`src/rtl/vm_pkg.sv`:
```
// Shared encodings for the vending-machine slice: FSM state codes and coin values in nickel units.
package vm_pkg;

  typedef enum logic [1:0] {
    IDLE    = 2'd0,
    COLLECT = 2'd1,
    VEND    = 2'd2,
    CHANGE  = 2'd3
  } state_t;

  localparam logic [2:0] NICKEL_U  = 3'd1;
  localparam logic [2:0] DIME_U    = 3'd2;
  localparam logic [2:0] QUARTER_U = 3'd5;

endpackage

```
`src/rtl/vm_coin_sel.sv`:
```
// Priority coin selector (Q > D > N); flags when more than one coin is presented in a cycle.
module vm_coin_sel
  import vm_pkg::*;
(
  input  logic       N,
  input  logic       D,
  input  logic       Q,
  output logic [2:0] coin_val,
  output logic       multi_coin
);

  always_comb begin
    coin_val = 3'd0;
    if (Q)      coin_val = QUARTER_U;
    else if (D) coin_val = DIME_U;
    else if (N) coin_val = NICKEL_U;
  end

  assign multi_coin = (Q & (D | N)) | (D & N);

endmodule

```
`src/rtl/vm_change.sv`:
```
// Parametrised Moore vending machine with change return; optional VM_CANCEL_EN adds a CANCEL
// input that refunds the collected credit. All outputs decode from registers only.
//   state   | meaning
//   IDLE    | no credit, waiting for a coin
//   COLLECT | partial credit below price
//   VEND    | dispense pulse this cycle
//   CHANGE  | paying back remainder, dimes first
module vm_change
  import vm_pkg::*;
#(
  parameter  int PRICE_UNITS = 3,
  parameter  int MAX_UNITS   = 7,
  localparam int CW          = $clog2(MAX_UNITS + 1)
) (
  input  logic          CLK,
  input  logic          RESET,
  input  logic          N,
  input  logic          D,
  input  logic          Q,
`ifdef VM_CANCEL_EN
  input  logic          CANCEL,
`endif
  output logic          O,
  output logic          CHG_D,
  output logic          CHG_N,
  output logic          REJ,
  output logic [1:0]    State,
  output logic [CW-1:0] CREDIT
);

  // Sum width must hold credit plus a quarter without wrapping.
  localparam int SW = (CW + 1 > 3) ? CW + 1 : 3;

  state_t        state, state_nxt;
  logic [CW-1:0] credit, credit_nxt;
  logic          rej, rej_nxt;
  logic [2:0]    coin_val;
  logic          multi_coin;
  logic          coin_any;
  logic          cancel;
  logic          pay_dime;
  logic [SW-1:0] sum;

  vm_coin_sel u_coin_sel (
    .N          (N),
    .D          (D),
    .Q          (Q),
    .coin_val   (coin_val),
    .multi_coin (multi_coin)
  );

`ifdef VM_CANCEL_EN
  assign cancel = CANCEL;
`else
  assign cancel = 1'b0;
`endif

  assign coin_any = N | D | Q;
  assign sum      = SW'(credit) + SW'(coin_val);
  assign pay_dime = SW'(credit) >= SW'(2);

  always_ff @(posedge CLK) begin
    if (RESET) begin
      state  <= IDLE;
      credit <= '0;
      rej    <= 1'b0;
    end else begin
      state  <= state_nxt;
      credit <= credit_nxt;
      rej    <= rej_nxt;
    end
  end

  always_comb begin
    state_nxt  = state;
    credit_nxt = credit;
    rej_nxt    = 1'b0;
    case (state)
      IDLE, COLLECT: begin
        if (cancel && state == COLLECT) begin
          state_nxt = CHANGE;
          rej_nxt   = coin_any;
        end else if (coin_any) begin
          rej_nxt = multi_coin;
          if (sum > SW'(MAX_UNITS)) begin
            rej_nxt = 1'b1;
          end else begin
            credit_nxt = sum[CW-1:0];
            state_nxt  = (sum >= SW'(PRICE_UNITS)) ? VEND : COLLECT;
          end
        end
      end
      VEND: begin
        rej_nxt    = coin_any;
        credit_nxt = credit - CW'(PRICE_UNITS);
        state_nxt  = (credit_nxt != '0) ? CHANGE : IDLE;
      end
      CHANGE: begin
        rej_nxt    = coin_any;
        credit_nxt = credit - (pay_dime ? CW'(2) : CW'(1));
        state_nxt  = (credit_nxt != '0) ? CHANGE : IDLE;
      end
      default: begin
        state_nxt  = IDLE;
        credit_nxt = '0;
      end
    endcase
  end

  assign O      = (state == VEND);
  assign CHG_D  = (state == CHANGE) && pay_dime;
  assign CHG_N  = (state == CHANGE) && !pay_dime;
  assign REJ    = rej;
  assign State  = state;
  assign CREDIT = credit;

endmodule

```
`config.mk`:
```
export PLATFORM = sky130hd
export DESIGN_NAME = vm_change
export DESIGN_NICKNAME = d
export VERILOG_FILES = /design/src/rtl/vm_pkg.sv /design/src/rtl/vm_coin_sel.sv /design/src/rtl/vm_change.sv
export SDC_FILE = /design/constraint.sdc
export NUM_CORES = 1
export LEC_CHECK = 0
export CORE_AREA = 3 3 40 42
export CTS_BUF_LIST = sky130_fd_sc_hd__clkbuf_8
export DETAILED_ROUTE_END_ITERATION = 8
export DIE_AREA = 0 0 43 45
export PLACE_DENSITY = 0.72
export SYNTH_ARGS = -nofsm -noshare
export SYNTH_HDL_FRONTEND = slang
export SYNTH_HIERARCHICAL = 1
export SYNTH_SLANG_ARGS = --single-unit
```
`constraint.sdc`:
```
create_clock -name CLK -period 6.3 [get_ports CLK]
set_input_delay 1.26 -clock CLK [delete_from_list [all_inputs] [get_ports CLK]]
set_output_delay 1.26 -clock CLK [all_outputs]
set_load 0.01 [all_outputs]
```
* Yosys cells after proc, flatten, opt, wreduce, memory -nomap -nowiden
Cells that the tools add are included.
** Cells by class
- $add $sub $neg :: 3
- Order comparisons :: 3
- Eq/ne operators :: 5
- Muxes and demuxes :: 16
- Bitwise operators :: 5
- Reductions and logical operators :: 9
** Operators with widths (number)
- two-way mux 2 bit :: 6
- two-way mux 3 bit :: 4
- one-hot mux 3 bit (3 select lines) :: 1
- one-hot mux 2 bit (3 select lines) :: 1
- nonzero test 3 bit :: 2
- adder 3 x 3 -> 4 bit :: 1
- == test 2 bit, second input constant :: 2
- greater-or-equal comparator 4 x 2 -> 1 bit, second input constant :: 1
- > comparator 4 x 3 -> 1 bit, second input constant :: 1
- inequality test 2 bit, second input constant :: 2
- OR reduction 2 bit :: 2
- greater-or-equal comparator 3 x 2 -> 1 bit, second input constant :: 1
- two-way mux 1 bit :: 3
- OR 1 bit :: 3
- subtractor 3 x 2 -> 3 bit :: 1
- subtractor 3 x 2 -> 3 bit, second input constant :: 1
- bitwise AND 1 bit :: 2
- == test 2 x 1 -> 1 bit, second input constant :: 1
- logical AND 1 bit :: 2
- logical NOT 2 bit :: 1
- one-hot mux 1 bit (2 select lines) :: 1
- AND reduction 2 bit :: 1
- logical NOT 1 bit :: 1
** Storage, ports and cells
- Bits in registers :: 6
- Input port bits :: 5
- Output and inout bits :: 9
- Word-level logic and storage cells :: 44

* Logic depth before layout (Yosys ltp)
- Depth in word-level cells :: 9
- Mapped depth :: 9
- Gate-level depth less buffers :: 9

* Hierarchy
Netlist, hierarchy kept.
** Modules (own cells, without submodules)
- vm_change :: instances 1, cells an instance 61, area an instance 549.3 um^2, seq. area each 120.1 um^2
- vm_coin_sel :: instances 1, cells an instance 5, area an instance 35.0 um^2, seq. area each 0.0 um^2

* Worst setup path after synthesis
No wires, ideal clock.
- Path kind :: input-to-reg
- Start point :: input D
- End point :: register credit[0] (netlist: CREDIT[0])
- Library setup time :: 122 ps
- Data arrival time :: 2531 ps
- Data required time :: 6178 ps
- Setup slack :: 3647 ps
- Stages on the path :: 7
- Cells stage by stage :: inv_1 > nor2_1 > ha_1 > a21o_1 > a211oi_4 > inv_2 > o311a_1
** Between the ends
- Cells in the longest elaborated chain, start to end :: 6
- Elaborated cells on any way between the ends :: 12
- Classes of those cells :: add/sub (1); order compare (1); eq/ne (2); mux (5); bitwise (2); reduce/logical (1)
** Ends and longest elaborated chain
- from (decl) :: RTL line vm_change.sv:18 : input logic D,
- two-way mux 3 bit :: RTL line vm_coin_sel.sv:15 : else if (D) coin_val = DIME_U;
- two-way mux 3 bit :: RTL line vm_coin_sel.sv:14 : if (Q) coin_val = QUARTER_U;
- named net coin_val[1] :: RTL line vm_change.sv:37 : logic [2:0] coin_val;
- adder 3 x 3 -> 4 bit :: RTL line vm_change.sv:59 : assign sum = SW'(credit) + SW'(coin_val);
- > comparator 4 x 3 -> 1 bit :: RTL line vm_change.sv:85 : if (sum > SW'(MAX_UNITS)) begin
- inequality test 2 bit (no source line)
- AND reduction 2 bit (no source line)
- to (signal assigned) :: RTL line vm_change.sv:69 : credit <= credit_nxt;
- to (decl) :: RTL line vm_change.sv:35 : logic [CW-1:0] credit, credit_nxt;
The timed path passes the listed nets, and every way through them passes these cells. The select of a mux whose other input is x is not followed.
A chain may end at the register's enable or synchronous reset.

* Worst setup path after layout
- Start point :: register credit[0] (netlist: CREDIT[0])
- End point :: output CHG_N
** Between the ends
- Cells in the longest elaborated chain, start to end :: 3
** Ends and longest elaborated chain
- greater-or-equal comparator 3 x 2 -> 1 bit :: RTL line vm_change.sv:60 : assign pay_dime = SW'(credit) >= SW'(2);
- logical NOT 1 bit :: RTL line vm_change.sv:112 : assign CHG_N = (state == CHANGE) && !pay_dime;
- logical AND 1 bit :: RTL line vm_change.sv:112
- to (decl) :: RTL line vm_change.sv:25 : output logic CHG_N,
No other way between the ends.

==> impl_metrics.tcl <==
set metrics [dict create \
    area_growth_pct 29.8 \
    critPathMaxFanout 9 \
    drcViolationCount 0 \
    path_clk_slew_ps 30 \
    multi_input_area_sq_um 418 \
    cp-end-kind "output port" \
    start_util 0.455 \
    htree_levels 1 \
    grt_usage 0.141 \
    row_count 13 \
    setup-violations-final 0 \
    dr.pass1.iters 4 \
    io_buffer_count 13 \
    clockBufferDepth 2 \
    ant_nets 0 \
    antenna_found_initial 0 \
    power_density_nw_per_um2 477 \
    gp_congestion 0.767 \
    yosys_warnings 6 \
    synthTopCellsByCount "inv_1 (7), dfxtp_1 (6), ha_1 (6), a21oi_1 (4), mux2i_1 (4)" \
    min_period_ps 3420 \
    start_kind "register" \
    slowest_stage "clkdlybuf4s50_1" \
    grt_pass1_vias 446 \
    regArea_sq_um 120 \
    finalHoldViolCount 0 \
    antennaDiodeCount 0 \
    wire_per_inst_um 12.2 \
    slew_violations 0 \
    grt_start_max_net_pins 13 \
    p_leak_nw 0.342 \
    rsz0062_at_grt "no" \
    coreArea_sq_um 1280 \
    drv_cap 0 \
    path_cells "inv_1, ha_1, nor3_1, and3_1, clkdlybuf4s50_1" \
    wirelength_mm 1.15 \
    io_pins 14 \
    synth_edf_count 0 \
    numCtsBuffers 3 \
    clock_latency_ps 220 \
    maxSlewHeadroom 0.700 \
    placed_cell_area_sq_um 717 \
    synthCells 66 \
    cts_tree "done" \
    synthTopCellsByArea "dfxtp_1 (21%), ha_1 (13%), fa_1 (6.9%), mux2i_1 (6.9%), inv_1 (4.5%)" \
    first_iter_violations 13 \
    finalSetupTns_ps 0 \
    synth_cell_types 33 \
    overflow 0 \
    yosysSeqAreaShare 0.206 \
    synth.most_common_cell "inv_1" \
    critPathRequiredTime_ps 5040 \
    clock-sinks 6 \
    fin_crit_sh 0.543 \
    fmax_mhz 292 \
    avgSynthCellArea_sq_um 8.85 \
    fin_skew_ps 0.437 \
    stdcell_area_sq_um 758 \
    post_cts_buffers 0 \
    status "completed" \
    fill_cells 115 \
    arrival_ps 2160 \
    dieArea_sq_um 1940 \
    root_buffer "clkbuf_8" \
    grt_pass1_wl_mm 2.06 \
    worstSetupPathType "reg -> out" \
    synth_area_leader_cell "dfxtp_1" \
    synthesis.nets 79 \
    async_reset_ff_frac 0 \
    die_y_um 45 \
    syn-cell-area_sq_um 584 \
    final_nets 94 \
    synth_seq_cells 6 \
    dp_hpwl_um 901 \
    cts_resized 0 \
    drive_gt1_frac 0.127 \
    avgViaCountPerCell 5.40 \
    synth_top_area_share 0.206 \
    tightestPinTransition_ps 450 \
    die_x_um 43 \
    cpPeakStageDelay_ps 530 \
    vdd_drop_max_mv 0.156 \
    ys.flop_type "dfxtp_1" \
    num_vias 508 \
    cts_hold_buf 0 \
    min_path_type "reg -> reg" \
]
path summary, 6_finish.rpt:
kind,start,to,slack [ps],cells after the start
worst max-delay path,CREDIT[0],CHG_N,2880,5
worst min-delay path,State[1],REJ,660,2
worst max register to register,CREDIT[0],State[1],3820,8
worst min register to register,State[1],REJ,660,2
flip-flops by register name, summed over array words and instances (netlist names):
signal / count
REJ: 1
CREDIT: 3
State: 2
cells by family (layout without fill, tap and decap cells):
| group | Yosys count | in the layout | share of synthesized area |
|---|---|---|---|
| AO/OA/AOI/OAI | 17 | 17 | 0.218 |
| AND/OR/NAND/NOR | 16 | 16 | 0.167 |
| buffers and inverters | 11 | 24 | 0.0792 |
| adder cells (fa/ha/maj) | 9 | 9 | 0.216 |
| flip-flops | 6 | 6 | 0.206 |
| multiplexers | 4 | 4 | 0.0685 |
| XOR/XNOR | 3 | 3 | 0.0450 |
where the power goes:
part	switching, mW	internal [mW]	total [mW]
clock network	0.0146	0.0409	0.0555
logic	0.0989	0.113	0.212
registers	0.0393	0.0549	0.0942
total	0.153	0.209	0.361
worst max-delay path, delay by kind of cell, from the launching register on:
family	cells	cell delay [ps]
buffers and inverters	2	610
AND/OR/NAND/NOR	2	560
flip-flops	1	520
adder cells (fa/ha/maj)	1	250
stage by stage:
step	power, mW	setup slack, ps	std cells	hold slack, ps	util
6_report	0.361	2880	94	662	0.590
5_1_grt	0.398	2710	94	706	0.590
4_1_cts	0.366	2850	94	671	0.590
3_5_place_dp	0.308	2960	91	655	0.558
3_3_place_gp	0.303	2990	91	654	0.558
2_1_floorplan	0.232	3650	66	630	-
routing by layer:
metal	global-route usage	wire length, um	share of wire
met3	0.0239	59	0.051
met2	0.222	517	0.45
met1	0.195	552	0.48
met5	0	0	0
met4	0.0542	17	0.015
layout make-up:
cell class	instances	share of cell area
Multi-Input combinational cell	49	0.551
Tap cell	15	0.0248
Clock buffer	3	0.0545
Sequential cell	6	0.158
Inverter	8	0.0396
Timing Repair Buffer	13	0.172
cell usage in the layout, fill, tap and decap left out, drive strengths merged:
cell type,instances
nand2b,1
or4,1
maj3,1
o311a,1
nor2b,3
clkbuf,3
ha,6
o22ai,1
fa,2
inv,8
xnor2,2
nand3,1
nor3,2
nor2,3
dfxtp,6
clkdlybuf4s50,13
a21o,3
or3,1
a211oi,2
a21oi,4
a22oi,1
xor2,1
o31ai,3
or2,1
o21ai,2
nand2,2
and3,1
mux2i,4
Power figures use the tool's default switching activity.
==> edit, RTL diff (config.mk and constraints unchanged) <==
Build with the macro `VM_CANCEL_EN` defined.
--- a/src/rtl/vm_change.sv
+++ b/src/rtl/vm_change.sv
@@ -7,2 +7,4 @@
 //   CHANGE  | paying back remainder, dimes first
+`define VM_CANCEL_EN
+
 module vm_change
Ports: changed (added CANCEL); port bits go from 14 to 15. No check against the original RTL was run, so the function may have changed too.
==> edit against the unedited design <==
  * Power is 19% higher
  * Final area up 14%
  * Sequential cell count did not move
  * Fmax is 4.4% lower
  * Sequential power is 8% higher
  * Synthesized area grew 21%
  * Cell count increased by 12%
  * Routed wire length grew 27%
  * First-iteration DRC count decreased by 15%
  * Sequential share of layout area fell by 1.9 points
  * Largest power group unchanged
  * Critical path type unchanged
  * Count of clock-buffer cells in the layout unchanged
  * Setup slack worse by 160 ps
==> edit: results (changes against the unedited design) <==
Outcome
Result of the run: completed (unchanged).

Placement
The post-placement cell area came to 822.0 sq um (was 716.9 sq um). The number of instances in the placed design was 102 (was 91). The count of port buffers added during placement is 14 (was 13).

The detailed-placement wirelength estimate came to 1.107 mm (was 901.2 um).

GRT
The pin count of the biggest net entering global routing is 18 (was 13). The via count of the first global-routing pass came to 544 (was 446). The first-pass GRT wire length came to 2.573 mm (was 2.063 mm). The overall global routing resource usage is 0.1763 (was 0.1413).

Detailed routing
The starting DRC count in detailed routing is 11 (was 13). The count of vias placed by the detailed router was 617 (was 508). The number of vias per cell after detailed routing is 5.876 (was 5.404).

Synth
The number of nets in the synthesized netlist is 92 (was 79). The number of distinct library cells after synthesis is 38 (was 33). The average instance area after synthesis is 9.031 sq um (was 8.853 sq um). The sequential fraction of the synthesis area was 0.1705 (was 0.2056). Biggest area contributors in the synthesized netlist: dfxtp_1 (17%), ha_1 (11%), fa_1 (5.7%), nor2b_1 (4.4%), xnor2_4 (3.9%) (was dfxtp_1 (21%), ha_1 (13%), fa_1 (6.9%), mux2i_1 (6.9%), inv_1 (4.5%)). Leading post-synthesis cells by instance count: dfxtp_1 (6), ha_1 (6), inv_1 (6), a21oi_1 (5), nor2b_1 (5) (was inv_1 (7), dfxtp_1 (6), ha_1 (6), a21oi_1 (4), mux2i_1 (4)).

Setup path
The data arrival time of the critical path is 2320 ps (was 2160 ps). The maximum fanout along the worst path is 7 (was 9). The worst-case reg-to-reg path depth is 9 (was 8).

Final layout
The number of flip-flops in the largest register is 3 (unchanged). The number of filler cells placed in the layout is 103 (was 115). The post-layout net count was 106 (was 94).

Power
The static leakage is 0.3421 nW (was 0.3424 nW). The worst voltage drop across the vdd grid is 306.1 uV (was 156.4 uV). The combinational logic power is 0.000268 W (was 0.000212 W).

The proportion of power drawn by flip-flops and latches was 0.237 (was 0.261).

STA
The headroom to the max-slew limit is 0.6169 (was 0.6996). The largest clock skew in the final design is 2.992 ps (was 0.4367 ps).
-- edit: final timing paths --
path | slack (ps) | end | from
max | 2720 | CHG_N | CREDIT[0]$_SDFFE_PP0P_
min | 730 | CREDIT[1]$_SDFFE_PP0P_ | CREDIT[1]$_SDFFE_PP0P_
max reg2reg | 3320 | State[1]$_SDFFE_PP0P_ | CREDIT[0]$_SDFFE_PP0P_
min reg2reg | 730 | CREDIT[1]$_SDFFE_PP0P_ | CREDIT[1]$_SDFFE_PP0P_
-- edit: kinds of logic (layout without fill, tap and decap cells) --
kind of cell / count (synthesis) / count (layout) / share of synthesized area
AO/OA/AOI/OAI: 21 / 21 / 0.2505
XOR/XNOR: 3 / 3 / 0.06395
adder cells (fa/ha/maj): 9 / 9 / 0.1794
buffers and inverters: 11 / 23 / 0.09057
flip-flops: 6 / 6 / 0.1705
multiplexers: 1 / 1 / 0.01421
AND/OR/NAND/NOR: 27 / 27 / 0.2309
-- edit: worst max-delay path, stage by stage, from the launching register on --
cell	delay, ps
dfxtp_1	560
inv_1	160
ha_1	230
or3_1	460
nor2_1	140
clkdlybuf4s50_1	540
-- edit: metal layers --
metal | GRT usage | wire length [um] | vias up
li1 | - | - | 312
met1 | 0.2433 | 692 | 288
met2 | 0.2695 | 685 | 15
met3 | 0.03187 | 69 | 2
met4 | 0.07831 | 12 | 0
met5 | 0 | 0 | -
-- edit: final cells by class --
type	instances	share of cell area
flip-flops and latches	6	0.1391
inverters	6	0.02609
well taps	15	0.02174
repair buffers	14	0.1623
clock buffers	3	0.04783
multi-input cells	61	0.6029
-- edit: per-stage QoR --
step                      hold WS [ps]  power [W]
after floorplan                  678.6  0.0003094
after global placement           691.2  0.0003711
after detailed placement         705.6  0.0003719
after CTS                        714.5  0.0004322
after global routing             804.3  0.0004707
final                            727.9  0.0004292
